## src/rtl/rsa_roundtrip_ctrl_if.sv

```systemverilog
// rsa_roundtrip_ctrl_if: go/done handshake and operand bus between the round-trip controller and the RSA engine.
interface rsa_roundtrip_ctrl_if #(
  parameter int BITS = 32
);
  logic            eng_go;
  logic            eng_done;
  logic [BITS-1:0] eng_m;
  logic [BITS-1:0] eng_e;
  logic [BITS-1:0] eng_n;
  logic [BITS-1:0] eng_r;
  modport master (output eng_go, eng_m, eng_e, eng_n, input eng_r, eng_done);
  modport slave  (input eng_go, eng_m, eng_e, eng_n, output eng_r, eng_done);
endinterface

```

## src/rtl/rsa_roundtrip_ctrl.sv

```systemverilog
// rsa_roundtrip_ctrl: runs encrypt then decrypt on one shared RSA engine and reports whether the plaintext survives the round trip.
module rsa_roundtrip_ctrl #(
  parameter int              BITS           = 32,
  parameter int              TMO_W          = 24,
  parameter logic [TMO_W-1:0] TIMEOUT_CYCLES = 24'hFFFFFF
) (
  input  logic                  clk,
  input  logic                  reset_n,
  input  logic                  i_start,
  input  logic                  i_abort,
  input  logic [BITS-1:0]       i_pt,
  input  logic [BITS-1:0]       i_pub_e,
  input  logic [BITS-1:0]       i_priv_d,
  input  logic [BITS-1:0]       i_mod_n,
  rsa_roundtrip_ctrl_if.master  eng,
  output logic                  o_busy,
  output logic                  o_done,
  output logic                  o_pass,
  output logic [1:0]            o_err,
  output logic [BITS-1:0]       o_ct_out,
  output logic [BITS-1:0]       o_rt_out,
  output logic [2:0]            o_state
);
  typedef enum logic [2:0] {
    S_IDLE, S_ENC_RUN, S_ENC_REL, S_DEC_RUN, S_DEC_REL, S_CHECK, S_FIN, S_ERR
  } state_t;
  localparam logic [TMO_W-1:0] TMO_LAST = TIMEOUT_CYCLES - 1'b1;
  state_t            r_state, w_nxt;
  logic [1:0]        r_err, w_err;
  logic [TMO_W-1:0]  r_tmo;
  logic [BITS-1:0]   r_pt, r_pe, r_d, r_n, r_ct, r_rt, r_m, r_e, r_en;
  logic              r_pass;
  logic              w_idle, w_wait, w_bad, w_tmo;
  assign w_idle  = r_state == S_IDLE || r_state == S_FIN || r_state == S_ERR;
  assign w_wait  = r_state inside {S_ENC_RUN, S_ENC_REL, S_DEC_RUN, S_DEC_REL};
  assign w_bad   = i_mod_n < BITS'(2) || i_pt >= i_mod_n;
  assign w_tmo   = r_tmo == TMO_LAST;
  // Combinational from state so an asynchronous reset drops go at once.
  assign eng.eng_go = r_state == S_ENC_RUN || r_state == S_DEC_RUN;
  assign eng.eng_m  = r_m;
  assign eng.eng_e  = r_e;
  assign eng.eng_n  = r_en;
  assign o_busy   = !w_idle;
  assign o_done   = r_state == S_FIN || r_state == S_ERR;
  assign o_pass   = r_pass;
  assign o_err    = r_err;
  assign o_ct_out = r_ct;
  assign o_rt_out = r_rt;
  assign o_state  = r_state;
  always_comb begin
    w_nxt = r_state;
    w_err = r_err;
    case (r_state)
      S_IDLE, S_FIN, S_ERR: if (i_start) begin
        w_nxt = w_bad ? S_ERR : S_ENC_RUN;
        w_err = w_bad ? 2'b11 : 2'b00;
      end
      S_ENC_RUN: w_nxt = eng.eng_done ? S_ENC_REL : w_tmo ? S_ERR : r_state;
      S_ENC_REL: w_nxt = !eng.eng_done ? S_DEC_RUN : w_tmo ? S_ERR : r_state;
      S_DEC_RUN: w_nxt = eng.eng_done ? S_DEC_REL : w_tmo ? S_ERR : r_state;
      S_DEC_REL: w_nxt = !eng.eng_done ? S_CHECK : w_tmo ? S_ERR : r_state;
      S_CHECK:   w_nxt = S_FIN;
      default:   w_nxt = r_state;
    endcase
    // Abort overrides any engine event in the same cycle, so nothing is captured.
    if (o_busy && i_abort) begin
      w_nxt = S_ERR;
      w_err = 2'b10;
    end else if (w_wait && w_nxt == S_ERR) begin
      w_err = 2'b01;
    end
  end
  always_ff @(posedge clk or negedge reset_n) begin
    if (!reset_n) begin
      r_state <= S_IDLE;
      r_err   <= '0;
      r_tmo   <= '0;
      r_pt    <= '0;
      r_pe    <= '0;
      r_d     <= '0;
      r_n     <= '0;
      r_ct    <= '0;
      r_rt    <= '0;
      r_m     <= '0;
      r_e     <= '0;
      r_en    <= '0;
      r_pass  <= 1'b0;
    end else begin
      r_state <= w_nxt;
      r_err   <= w_err;
      r_tmo   <= (w_wait && w_nxt == r_state) ? r_tmo + 1'b1 : '0;
      if (w_idle && i_start) begin
        r_pt   <= i_pt;
        r_pe   <= i_pub_e;
        r_d    <= i_priv_d;
        r_n    <= i_mod_n;
        r_ct   <= '0;
        r_rt   <= '0;
        r_pass <= 1'b0;
        if (!w_bad) begin
          r_m  <= i_pt;
          r_e  <= i_pub_e;
          r_en <= i_mod_n;
        end
      end
      if (r_state == S_ENC_RUN && w_nxt == S_ENC_REL) r_ct <= eng.eng_r;
      if (r_state == S_ENC_REL && w_nxt == S_DEC_RUN) begin
        r_m  <= r_ct;
        r_e  <= r_d;
        r_en <= r_n;
      end
      if (r_state == S_DEC_RUN && w_nxt == S_DEC_REL) r_rt <= eng.eng_r;
      if (r_state == S_CHECK && w_nxt == S_FIN) r_pass <= r_rt == r_pt;
    end
  end
endmodule

```

## src/flat_wrapper.sv

```systemverilog
// flat-port wrapper written by rule: the top's interface ports become plain ports
module rsa_roundtrip_ctrl_flat 
#(
  parameter int              BITS           = 32,
  parameter int              TMO_W          = 24,
  parameter logic [TMO_W-1:0] TIMEOUT_CYCLES = 24'hFFFFFF
)
  (clk, reset_n, i_start, i_abort, i_pt, i_pub_e, i_priv_d, i_mod_n, o_busy, o_done, o_pass, o_err, o_ct_out, o_rt_out, o_state, eng_eng_go, eng_eng_m, eng_eng_e, eng_eng_n, eng_eng_r, eng_eng_done);
  rsa_roundtrip_ctrl_if #(.BITS(BITS)) eng_i ();
  input  logic clk;
  input  logic reset_n;
  input  logic i_start;
  input  logic i_abort;
  input  logic [BITS-1:0] i_pt;
  input  logic [BITS-1:0] i_pub_e;
  input  logic [BITS-1:0] i_priv_d;
  input  logic [BITS-1:0] i_mod_n;
  output logic o_busy;
  output logic o_done;
  output logic o_pass;
  output logic [1:0] o_err;
  output logic [BITS-1:0] o_ct_out;
  output logic [BITS-1:0] o_rt_out;
  output logic [2:0] o_state;
  output wire logic [$bits(eng_i.eng_go)-1:0] eng_eng_go;
  output wire logic [$bits(eng_i.eng_m)-1:0] eng_eng_m;
  output wire logic [$bits(eng_i.eng_e)-1:0] eng_eng_e;
  output wire logic [$bits(eng_i.eng_n)-1:0] eng_eng_n;
  input wire logic [$bits(eng_i.eng_r)-1:0] eng_eng_r;
  input wire logic [$bits(eng_i.eng_done)-1:0] eng_eng_done;
  assign eng_eng_go = eng_i.eng_go;
  assign eng_eng_m = eng_i.eng_m;
  assign eng_eng_e = eng_i.eng_e;
  assign eng_eng_n = eng_i.eng_n;
  assign eng_i.eng_r = eng_eng_r;
  assign eng_i.eng_done = eng_eng_done;
  rsa_roundtrip_ctrl #(.BITS(BITS), .TMO_W(TMO_W), .TIMEOUT_CYCLES(TIMEOUT_CYCLES)) u_core (.clk(clk), .reset_n(reset_n), .i_start(i_start), .i_abort(i_abort), .i_pt(i_pt), .i_pub_e(i_pub_e), .i_priv_d(i_priv_d), .i_mod_n(i_mod_n), .eng(eng_i), .o_busy(o_busy), .o_done(o_done), .o_pass(o_pass), .o_err(o_err), .o_ct_out(o_ct_out), .o_rt_out(o_rt_out), .o_state(o_state));
endmodule
```

## config.mk

```make
export PLATFORM = sky130hd
export DESIGN_NAME = rsa_roundtrip_ctrl_flat
export DESIGN_NICKNAME = d
export VERILOG_FILES = /design/src/rtl/rsa_roundtrip_ctrl_if.sv /design/src/rtl/rsa_roundtrip_ctrl.sv /design/src/flat_wrapper.sv
export SDC_FILE = /design/constraint.sdc
export NUM_CORES = 1
export LEC_CHECK = 0
export CORE_MARGIN = 2
export CORE_UTILIZATION = 45
export DETAILED_ROUTE_END_ITERATION = 7
export HOLD_SLACK_MARGIN = 0.08
export PLACE_DENSITY = 0.77
export SYNTH_ARGS = -nofsm -noshare
export SYNTH_HDL_FRONTEND = slang
export SYNTH_SLANG_ARGS = --single-unit
```

## constraint.sdc

```tcl
create_clock -name clk -period 2.84 [get_ports clk]
set_input_delay 0.568 -clock clk [delete_from_list [all_inputs] [get_ports clk]]
set_output_delay 0.568 -clock clk [all_outputs]
set_load 0.01 [all_outputs]
```

**Yosys cells after proc, flatten, opt, wreduce, memory -nomap -nowiden**

Index checks and enable logic that the tools add are counted.

- Word-level logic and storage cells: 85
- Bits in registers: 286
- Output and inout bits: 169

- Reduce and logical (&&, ||, !) cells: 25
- Add/subtract/negate cells: 1
- Equal/unequal tests: 16
- Multiplexer cells: 29
- Order comparisons: 2

Operators by type and width:

| operator | number |
|---|---|
| 32-bit 2-to-1 mux | 12 |
| 32-bit equality test | 1 |
| 32-bit >= comparator | 1 |
| 32-bit by 2-bit less-than comparator with 1-bit output, second input constant | 1 |
| 24-bit by 1-bit adder with 24-bit output, second input constant | 1 |
| 24-bit equality test, second input constant | 1 |
| 24-bit 2-to-1 mux | 1 |
| 3-bit 2-to-1 mux | 8 |
| 3-bit equality test, second input constant | 7 |
| 3-bit case mux with 6 select lines | 1 |
| 3-bit by 2-bit equality test with 1-bit output, second input constant | 4 |
| 2-bit 2-to-1 mux | 5 |
| 1-bit logical AND | 8 |
| 2-bit nonzero test | 4 |
| 3-bit nonzero test | 2 |
| 1-bit logical OR | 5 |
| 2-bit AND reduction | 2 |
| 4-bit nonzero test | 1 |
| 3-bit by 1-bit equality test with 1-bit output, second input constant | 1 |
| 3-bit equality test | 1 |
| 3-bit logical NOT | 1 |
| 3-bit OR reduction | 1 |
| 1-bit 2-to-1 mux | 2 |
| 2-bit inequality test, second input constant | 1 |
| 1-bit logical NOT | 1 |

**Depth between registers and ports, before layout**

Gate-level depths: netlist of run 1.

- Depth after elaboration: 10
- Mapped depth: 13

**Worst setup path before layout of run 1**

No wires, ideal clock.

- Path kind: input port to flip-flop
- Start point: input i_mod_n[14]
- End point: register u_core.r_e[25] (netlist: u_core.eng.eng_e[25])
- Required time: 2714 ps
- Setup slack: -222 ps
- Stages on the path: 13
- Buffers on the path: 3
- Arrival: 2936 ps
- Library setup time: 126 ps
- Cell sequence: inv_1 ha_1 nand4_1 nor4_1 or4b_1 o211ai_2 a2111o_1 a211oi_2 and2_1 buf_6 buf_6 buf_6 a221o_1

- Word-level cells in the longest chain between the ends: 10

RTL lines:

| element | RTL line | source |
|---|---|---|
| from (decl) | flat_wrapper.sv:17 | `input logic [BITS-1:0] i_mod_n;` |
| 32-bit by 2-bit less-than comparator with 1-bit output / 32-bit >= comparator (equally long branches) | rsa_roundtrip_ctrl.sv:36 | `assign w_bad = i_mod_n < BITS'(2) \|\| i_pt >= i_mod_n;` |
| 1-bit logical OR (*) | rsa_roundtrip_ctrl.sv:36 |  |
| 3-bit 2-to-1 mux | rsa_roundtrip_ctrl.sv:55 | `w_nxt = w_bad ? S_ERR : S_ENC_RUN;` |
| 3-bit 2-to-1 mux | rsa_roundtrip_ctrl.sv:54 | `S_IDLE, S_FIN, S_ERR: if (i_start) begin` |
| 3-bit case mux with 6 select lines | rsa_roundtrip_ctrl.sv:53 | `case (r_state)` |
| 3-bit 2-to-1 mux | rsa_roundtrip_ctrl.sv:66 | `if (o_busy && i_abort) begin` |
| 3-bit by 2-bit equality test with 1-bit output | rsa_roundtrip_ctrl.sv:107 | `if (r_state == S_ENC_REL && w_nxt == S_DEC_RUN) begin` |
| 1-bit logical AND | rsa_roundtrip_ctrl.sv:107 |  |
| 2-bit inequality test (no line) / 2-bit nonzero test (equally long branches) | n/a |  |
| 2-bit AND reduction (no line) | n/a |  |
| to (signal assigned) | rsa_roundtrip_ctrl.sv:102 | `r_e <= i_pub_e;` |
| to (signal assigned) | rsa_roundtrip_ctrl.sv:109 | `r_e <= r_d;` |
| to (decl) | rsa_roundtrip_ctrl.sv:31 | `logic [BITS-1:0] r_pt, r_pe, r_d, r_n, r_ct, r_rt, r_m, r_e, r_en;` |

Mark *: on every way between the ends. The rest lies on a longest branch, timed or not.
A chain may end at the register's enable or synchronous reset.

**Final worst setup path of run 1**

- Start point: input i_pt[7]
- End point: register u_core.r_e[21] (netlist: u_core.eng.eng_e[21])

- Word-level cells in the longest chain between the ends: 10

RTL lines:

| element | RTL line | source |
|---|---|---|
| from (decl) | flat_wrapper.sv:14 | `input logic [BITS-1:0] i_pt;` |
| 32-bit >= comparator (*) | rsa_roundtrip_ctrl.sv:36 |  |
| 1-bit logical OR (*) | rsa_roundtrip_ctrl.sv:36 |  |
| 3-bit 2-to-1 mux | rsa_roundtrip_ctrl.sv:55 |  |
| 3-bit 2-to-1 mux | rsa_roundtrip_ctrl.sv:54 |  |
| 3-bit case mux with 6 select lines | rsa_roundtrip_ctrl.sv:53 |  |
| 3-bit 2-to-1 mux | rsa_roundtrip_ctrl.sv:66 |  |
| 3-bit by 2-bit equality test with 1-bit output | rsa_roundtrip_ctrl.sv:107 |  |
| 1-bit logical AND | rsa_roundtrip_ctrl.sv:107 |  |
| 2-bit inequality test (no line) / 2-bit nonzero test (equally long branches) | n/a |  |
| 2-bit AND reduction (no line) | n/a |  |

Marked as above.

==> results.md, run 1 <==
* Worst Hold Depth at 3
* Clock latency on the worst-skew pair at 0.56 ns
* Filler cell count at approximately 2300
* First-pass GRT wire length at a little under 70000 microns
* R2R Path End: u_core.eng.eng_e[21]
* WHS Endpoint: u_core.r_n[8]
* Chip width at between 150 and 200 microns
* Gr usage total at 0.277
* Final hold viol count at 0
* Skew final at approximately 0.015 ns
* Setup violators final at 33
* LEAKAGE at 0.00900 uW
* CP endpoint kind: flip-flop
* Synth area leaders: dfrtp_1, nand2_1, mux2i_1, nand3_1, ha_1
* Worst Path Required at around 3.3 ns
* Netlist cell types at 49
* Dpl hpwl at around 31000 microns
* Fin worst setup slack at -0.0721 ns
* Drt via density at approximately 5.5
* Clock Tree Root: clkbuf_16
* Initial DRC Count at about 1100
* Warnings from Yosys at 0
* IO Port Bufs at 333
* Synth-to-layout area growth at 46.2%
* Max Slew Vio Count at 0
* IO Pins at around 330
* Tightest Pin Transition at about 0.85 ns
* Final wirelength at around 45000 microns
* Setup crit start kind: input port
* Reg power frac at 0.365
* FF-to-FF setup slack at 0.03 ns
* DIE AREA at approximately 0.031 sq mm
* Syn Nets at 1565
* Seq cells post-synth at about 290
* Nets at roughly 2000
* Unrepaired setup endpoints after global routing: yes
* Clock Power Share at 0.218
* Fraction of layout cells with a size suffix above 1 at 0.153
* Cells after Synth at ~1400
* Worst-path clk slew at roughly 0.06 ns
* Drt wl/cell at 20.8 microns
* Post-synth EDFFs at 0
* Number of remaining DRC errors at 0
* Vias in the first global route at 12220
* Fmax at around 0.34 GHz
* Total CTS buffers at 30
* # H-tree levels at 1
* Critical path class: in2reg
* Hold_sp: i_mod_n[8]
* Post-Syn Area per Cell at 9.82 sq um
* Gpl congestion at 0.931
* Status: finished with violations
* FF/Latch Area at 0.00716 sq mm
* Failing checks: setup timing
* Dominant cell type by area after synthesis: dfrtp_1
* Core footprint at 0.0295 sq mm
* Largest net degree at the start of global routing at 72
* Crit share post-route at 1.03
* RR Startpoint: u_core.o_state[0]
* Vias at 12073
* Clock buffer depth at 3
* Sw power at between 7000 and 8000 uW
* Die Y at 177 microns
* Gr ovfl total at 0
* Starting Density at 0.455
* Post-synthesis cell area at ~0.013 sq mm
* Multi-input gate area at about 0.006 sq mm
* Minimum clock period at about 2.9 ns
* Asr flop ratio synth at 1.00
* Initial antenna violation count at 3
* Dominant synthesized flop cell: dfrtp_1
* Relative slew slack at 0.433
* ANT nets after route at 0
* Clk sinks at 286
* Int Pwr at between 10000 and 15000 uW
* DP Area at ~0.018 sq mm
* DRT Pass-1 Iters at 6
* Maximum VDD drop at 0.652 mV
* Register area share after synthesis at 0.534
* Share of the synthesized area in the top cell type at 0.534
* Sw Ratio at 0.368
* Comb power frac at 0.417
* Max-cap viol count at 0
* Worst Path Arrival at about 3.4 ns
* Critical path fanouts, max at 8
* PD cells at 976 mW/mm^2
* Cells on worst reg2reg path at 10
* HP Class: in2reg
* Fin area at 0.0196 sq mm
* CTS tree: built
* FP Rows at 63
* Dpl ws at -1.06 ns
cell families (layout without fill, tap and decap cells):
family	after synthesis	after routing	share of synthesized area
other	0	3	0
buffers and inverters	160	580	0.0511
adders and majority gates	34	34	0.0317
AOI/OAI and AO/OA	213	213	0.0983
muxes	95	95	0.0709
DFF	286	286	0.534
xor gates and xnor gates	51	51	0.0333
and+or+nand+nor	527	527	0.181
power by group through the flow:
stage | sequential [uW] | combinational, uW | clock, uW
floorplan | 7070 | 3370 | 0
global placement | 6910 | 7400 | 0
detailed placement | 6950 | 7610 | 0
CTS | 6930 | 7680 | 4220
global route | 7160 | 8570 | 4360
finish | 6990 | 7970 | 4170
Yosys cell counts (27+ instances only):
| library cell | number |
|---|---|
| dfrtp_1 | 286 |
| nand2_1 | 281 |
| nand3_1 | 105 |
| mux2i_1 | 95 |
| o21ai_0 | 71 |
| inv_1 | 70 |
| o21ai_1 | 64 |
| clkbuf_1 | 49 |
| xor2_1 | 45 |
| and3_1 | 37 |
| a221o_1 | 34 |
| ha_1 | 34 |
| nor3_1 | 27 |
state kept, by name, summed over array words and instances, names as in the netlist:
name,count
u_core.eng.eng_e,32
u_core.eng.eng_m,32
u_core.eng.eng_n,32
u_core.o_ct_out,32
u_core.o_rt_out,32
u_core.r_d,32
u_core.r_n,32
u_core.r_pt,32
u_core.r_tmo,24
u_core.o_state,3
u_core.o_err,2
u_core.o_pass,1
final cells by class:
class	count	area share
inverters	71	0.0146
multi-input cells	920	0.307
clock inverters	16	0.00996
diodes	3	0.000383
repair buffers	453	0.234
well taps	390	0.0249
flip-flops and latches	286	0.365
clock buffers	40	0.0438
worst max-delay path by stage:
stage                     depth (start not counted)         from  slack, ns                    to
after global routing                             15  i_mod_n[14]      -0.15  u_core.eng.eng_e[21]
after CTS                                        12      i_pt[3]      0.003       u_core.r_tmo[5]
final                                            14      i_pt[7]      -0.07  u_core.eng.eng_e[21]
after floorplan                                  13  i_mod_n[11]      -0.13  u_core.eng.eng_e[10]
after detailed placement                         11   i_mod_n[0]      -1.06  u_core.eng.eng_n[12]
after global placement                           11   i_mod_n[0]      -0.98  u_core.eng.eng_n[25]
critical path, stage by stage:
cell	delay [ns]
dlygate4sd2_1	0.32
ha_4	0.25
a21oi_2	0.15
o21ai_2	0.08
a21oi_2	0.19
o211ai_4	0.10
a2111o_1	0.47
a211oi_4	0.28
buf_6	0.15
buf_6	0.10
a21oi_4	0.05
buf_12	0.14
clkbuf_16	0.16
a221o_1	0.32
metrics by stage:
step,TNS [ns],total power (uW),util,cells,hold slack (ns)
4_1_cts,0,18800,0.649,2158,0.423
3_3_place_gp,-141.80,14300,0.608,2093,0.457
5_1_grt,-5.60,20100,0.665,2177,0.323
3_5_place_dp,-150.56,14600,0.608,2093,0.463
2_1_floorplan,-8.42,10400,-,1366,0.272
6_report,-1.10,19100,0.665,2179,0.310
routing by layer:
| layer | up-vias | part of all wire | track usage | routed length (microns) |
|---|---|---|---|---|
| met3 | 114 | 0.073 | 0.0526 | 3310 |
| met5 | - | 0 | 0 | 0 |
| li1 | 5498 | - | - | - |
| met4 | 0 | 0.042 | 0.116 | 1910 |
| met2 | 526 | 0.47 | 0.446 | 21300 |
| met1 | 5935 | 0.41 | 0.369 | 18800 |
what timing repair did:
item | 4_1_cts | 5_1_grt
pin swaps | 16 | 25
endpoints found under the hold margin | 49 | 0
buffers inserted | 10 | 12
hold buffers | 1 | 0
resized for setup | 78 | 122
gates cloned | 1 | 8
setup endpoints to repair | 152 | 153
placed cells by master, fill, tap and decap left out, types with 5 or more instances in the layout:
cell type and count:
buf_8 5, a21oi_1 15, o21ai_0 69, nor3_1 25, and3_1 36, clkbuf_2 16, xnor2_1 6, dlymetal6s2s_1 13
buf_6 11, nor2b_1 6, nand2_1 281, buf_4 80, buf_12 21, xor2_1 45, clkdlybuf4s15_1 5, nor2_1 12
inv_1 54, clkbuf_16 37, ha_4 15, mux2i_1 91, o21ai_1 54, inv_2 13, ha_1 19, clkdlybuf4s50_1 268
o21ai_2 11, dfrtp_1 285, clkinv_2 7, a21oi_2 6, nand3_1 104, nor4_1 18, clkbuf_8 5, dlygate4sd2_1 27
a221o_1 34, nand4_1 16
No activity file was read; power rests on OpenSTA's default activity.
==> run 2: changes to the inputs <==
--- a/config.mk
+++ b/config.mk
@@ -7,6 +7,7 @@
 export LEC_CHECK = 0
 export CORE_MARGIN = 2
 export CORE_UTILIZATION = 45
+export CTS_CLUSTER_SIZE = 28
 export DETAILED_ROUTE_END_ITERATION = 7
 export HOLD_SLACK_MARGIN = 0.08
 export PLACE_DENSITY = 0.77
==> constraint.sdc (replaced) <==
create_clock -name clk -period 2.84 [get_ports clk]
set_input_delay 0.71 -clock clk [delete_from_list [all_inputs] [get_ports clk]]
set_output_delay 0.71 -clock clk [all_outputs]
set_load 0.01 [all_outputs]
==> run 2 against run 1 <==
The flow still finishes with violations (setup timing). Maximum frequency down 6.9%. Die area unchanged. Critical path type unchanged. Global-route usage increased by 1.3 points. Final cell count up 1.9%. Clock-buffer cell count rose by 6. Via count increased by 5.4%. Clock skew grew 0.00058 ns. Design area rose by 6.4%. First-iteration DRC count increased by 5.2%.
==> results.md, run 2 (synthesis results as in run 1) <==
* Status: finished with violations (unchanged)
* Failing checks: setup timing (unchanged)
* Critical Path Max Stage Delay at 0.52 ns (was 0.47 ns)
* FP Rows at 63 (unchanged)
* LEAKAGE at 0.00938 uW (was 0.00900 uW)
* Worst-path clk slew at 0.06 ns (about the same)
* DIE AREA at 0.0312 sq mm (unchanged)
* CP endpoint kind: flip-flop (unchanged)
* Synth-to-layout area growth at 55.6% (was 46.2%)
* Top delay family on crit path: simple AND/OR/NAND/NOR gates (was compound AO/OA/AOI/OAI gates)
* # H-tree levels at 1 (unchanged)
* Gr ovfl total at 0 (unchanged)
* RR Startpoint: u_core.r_tmo[10] (was u_core.o_state[0])
* Final wirelength at 50000 microns (was 45300 microns)
* Critical path class: in2reg (unchanged)
* Cell-by-cell trace of the critical path: buf_8 -> ha_4 -> nand4_1 -> nor4_2 -> or4b_4 -> o211ai_4 -> a2111o_1 -> a211oi_4 -> buf_4 -> and2_4 -> buf_12 -> clkbuf_16 -> a221o_1 (was dlygate4sd2_1 -> ha_4 -> a21oi_2 -> o21ai_2 -> a21oi_2 -> o211ai_4 -> a2111o_1 -> a211oi_4 -> buf_6 -> buf_6 -> a21oi_4 -> buf_12 -> clkbuf_16 -> a221o_1)
* DRT Pass-1 Iters at 6 (unchanged)
* Minimum clock period at 3.13 ns (was 2.91 ns)
* Tightest Pin Transition at 0.923 ns (was 0.847 ns)
* Die Y at 177 microns (unchanged)
* Setup crit start kind: input port (unchanged)
* Initial DRC Count at 1191 (was 1132)
* Clk sinks at 286 (unchanged)
* DP Area at 0.0182 sq mm (was 0.0179 sq mm)
* Unrepaired setup endpoints after global routing: yes (unchanged)
* Clock latency on the worst-skew pair at 0.56 ns (about the same)
* Critical path fanouts, max at 6 (was 8)
* Max-cap viol count at 0 (unchanged)
* HP Class: in2async (was in2reg)
* R2R Path End: u_core.eng.eng_e[1] (was u_core.eng.eng_e[21])
* Worst Path Arrival at 3.56 ns (was 3.35 ns)
* Largest net degree at the start of global routing at 76 (was 72)
* ANT nets after route at 0 (unchanged)
* Worst Path Required at 3.27 ns (was 3.28 ns)
* Commonest non-fill, non-tap cell in the layout: dfrtp_1 (unchanged)
* Fin Setup TNS at -25.85 ns (was -1.10 ns)
* Dpl hpwl at 31200 microns (was 30800 microns)
* Gr usage total at 0.290 (was 0.277)
* Drt via density at 5.73 (was 5.54)
* Number of remaining DRC errors at 0 (unchanged)
* PD cells at 975 mW/mm^2 (was 976 mW/mm^2)
* Most frequent cells in the layout: dfrtp_1, nand2_1, clkdlybuf4s50_1 (unchanged)
* Filler cell count at 2053 (was 2329)
* Fin worst setup slack at -0.289 ns (was -0.0721 ns)
* Vias in the first global route at 12442 (was 12220)
* FF-to-FF setup slack at -0.13 ns (was 0.03 ns)
* Skew final at 0.0157 ns (was 0.0151 ns)
* CTS tree: built (unchanged)
* Nets at 2002 (was 1961)
* Crit share post-route at 1.10 (was 1.03)
* Starting Density at 0.455 (unchanged)
* Final hold viol count at 0 (unchanged)
* Clock Tree Root: clkbuf_16 (unchanged)
* CP max-delay cell: or4b_4 (was a2111o_1)
* Gpl congestion at 0.897 (was 0.931)
* Relative slew slack at 0.382 (was 0.433)
* Initial antenna violation count at 4 (was 3)
* Drt wl/cell at 22.5 microns (was 20.8 microns)
* Fmax at 0.320 GHz (was 0.343 GHz)
* Max Slew Vio Count at 0 (unchanged)
* Clock buffer depth at 3 (unchanged)
* Maximum VDD drop at 0.552 mV (was 0.652 mV)
* Vias at 12724 (was 12073)
* Fraction of layout cells with a size suffix above 1 at 0.233 (was 0.153)
* IO Pins at 334 (unchanged)
* First-pass GRT wire length at 70200 microns (was 67600 microns)
* Setup violators final at 152 (was 33)
* Critical path buffers and inverters at 4 (was 5)
* Core footprint at 0.0295 sq mm (unchanged)
* IO Port Bufs at 333 (unchanged)
* Total CTS buffers at 31 (was 30)
* Chip width at 177 microns (unchanged)
* Fin area at 0.0209 sq mm (was 0.0196 sq mm)
* Cells on worst reg2reg path at 11 (was 10)
[run 2: worst register-to-register path, cell delays in order, from the launching register on]
cell and delay [ns]:
dfrtp_1 0.43, and4_4 0.26, and3_1 0.31, nand3_2 0.19, a311oi_1 0.34, and2b_1 0.25, a211oi_4 0.10, buf_4 0.15
and2_4 0.18, buf_12 0.15, clkbuf_16 0.16, a221o_1 0.33
[run 2: worst max path at each step]
stage / start / to / depth (start not counted)
6_report: i_pt[14] / u_core.eng.eng_e[1] / 13
5_1_grt: i_mod_n[14] / u_core.eng.eng_e[1] / 14
4_1_cts: i_mod_n[11] / u_core.r_tmo[2] / 16
3_5_place_dp: i_mod_n[0] / u_core.o_ct_out[13] / 11
3_3_place_gp: i_mod_n[0] / u_core.eng.eng_m[30] / 11
2_1_floorplan: i_mod_n[11] / u_core.eng.eng_e[10] / 13
[run 2: repair_timing]
| item | CTS | global route |
|---|---|---|
| hold buffers | 0 | 0 |
| pin swaps | 25 | 87 |
| resized for setup | 199 | 181 |
| hold endpoints to repair | 0 | 0 |
| setup buffers | 16 | 16 |
| setup endpoints to repair | 155 | 153 |
| gates cloned | 6 | 21 |
[run 2: layout make-up]
cell class	instances	area, sq um	area share
flip-flops and latches	286	7160	0.343
multi-input cells	921	6560	0.315
repair buffers	492	5320	0.255
clock buffers	46	932	0.0447
well taps	390	488	0.0234
inverters	71	307	0.0147
clock inverters	10	85.1	0.00408
diodes	4	10.0	0.000480
[run 2: per-stage QoR]
| step | cells | hold WS [ns] | setup slack, ns | util | power, uW |
|---|---|---|---|---|---|
| after global routing | 2219 | 0.154 | -0.323 | 0.708 | 21300 |
| final | 2220 | 0.120 | -0.289 | 0.708 | 20300 |
| after global placement | 2106 | 0.458 | -1.14 | 0.616 | 14500 |
| after CTS | 2184 | 0.145 | -0.106 | 0.668 | 19200 |
| after detailed placement | 2106 | 0.463 | -1.20 | 0.616 | 14800 |
| after floorplan | 1366 | 0.414 | -0.268 | - | 10600 |
[run 2: layer usage]
metal,GRT usage,share of wire,vias up,wire (microns)
li1,-,-,5597,-
met2,0.466,0.48,651,23800
met3,0.0507,0.078,148,3890
met5,0,0,-,0
met4,0.125,0.049,0,2450
met1,0.387,0.40,6328,19900
[run 2: where the power goes]
group / leakage, uW / internal (uW) / switching (uW)
sequential: 0.00364 / 5710 / 1360
combinational: 0.00523 / 4590 / 4680
clock: 0.000506 / 2350 / 1660
total: 0.00938 / 12600 / 7700
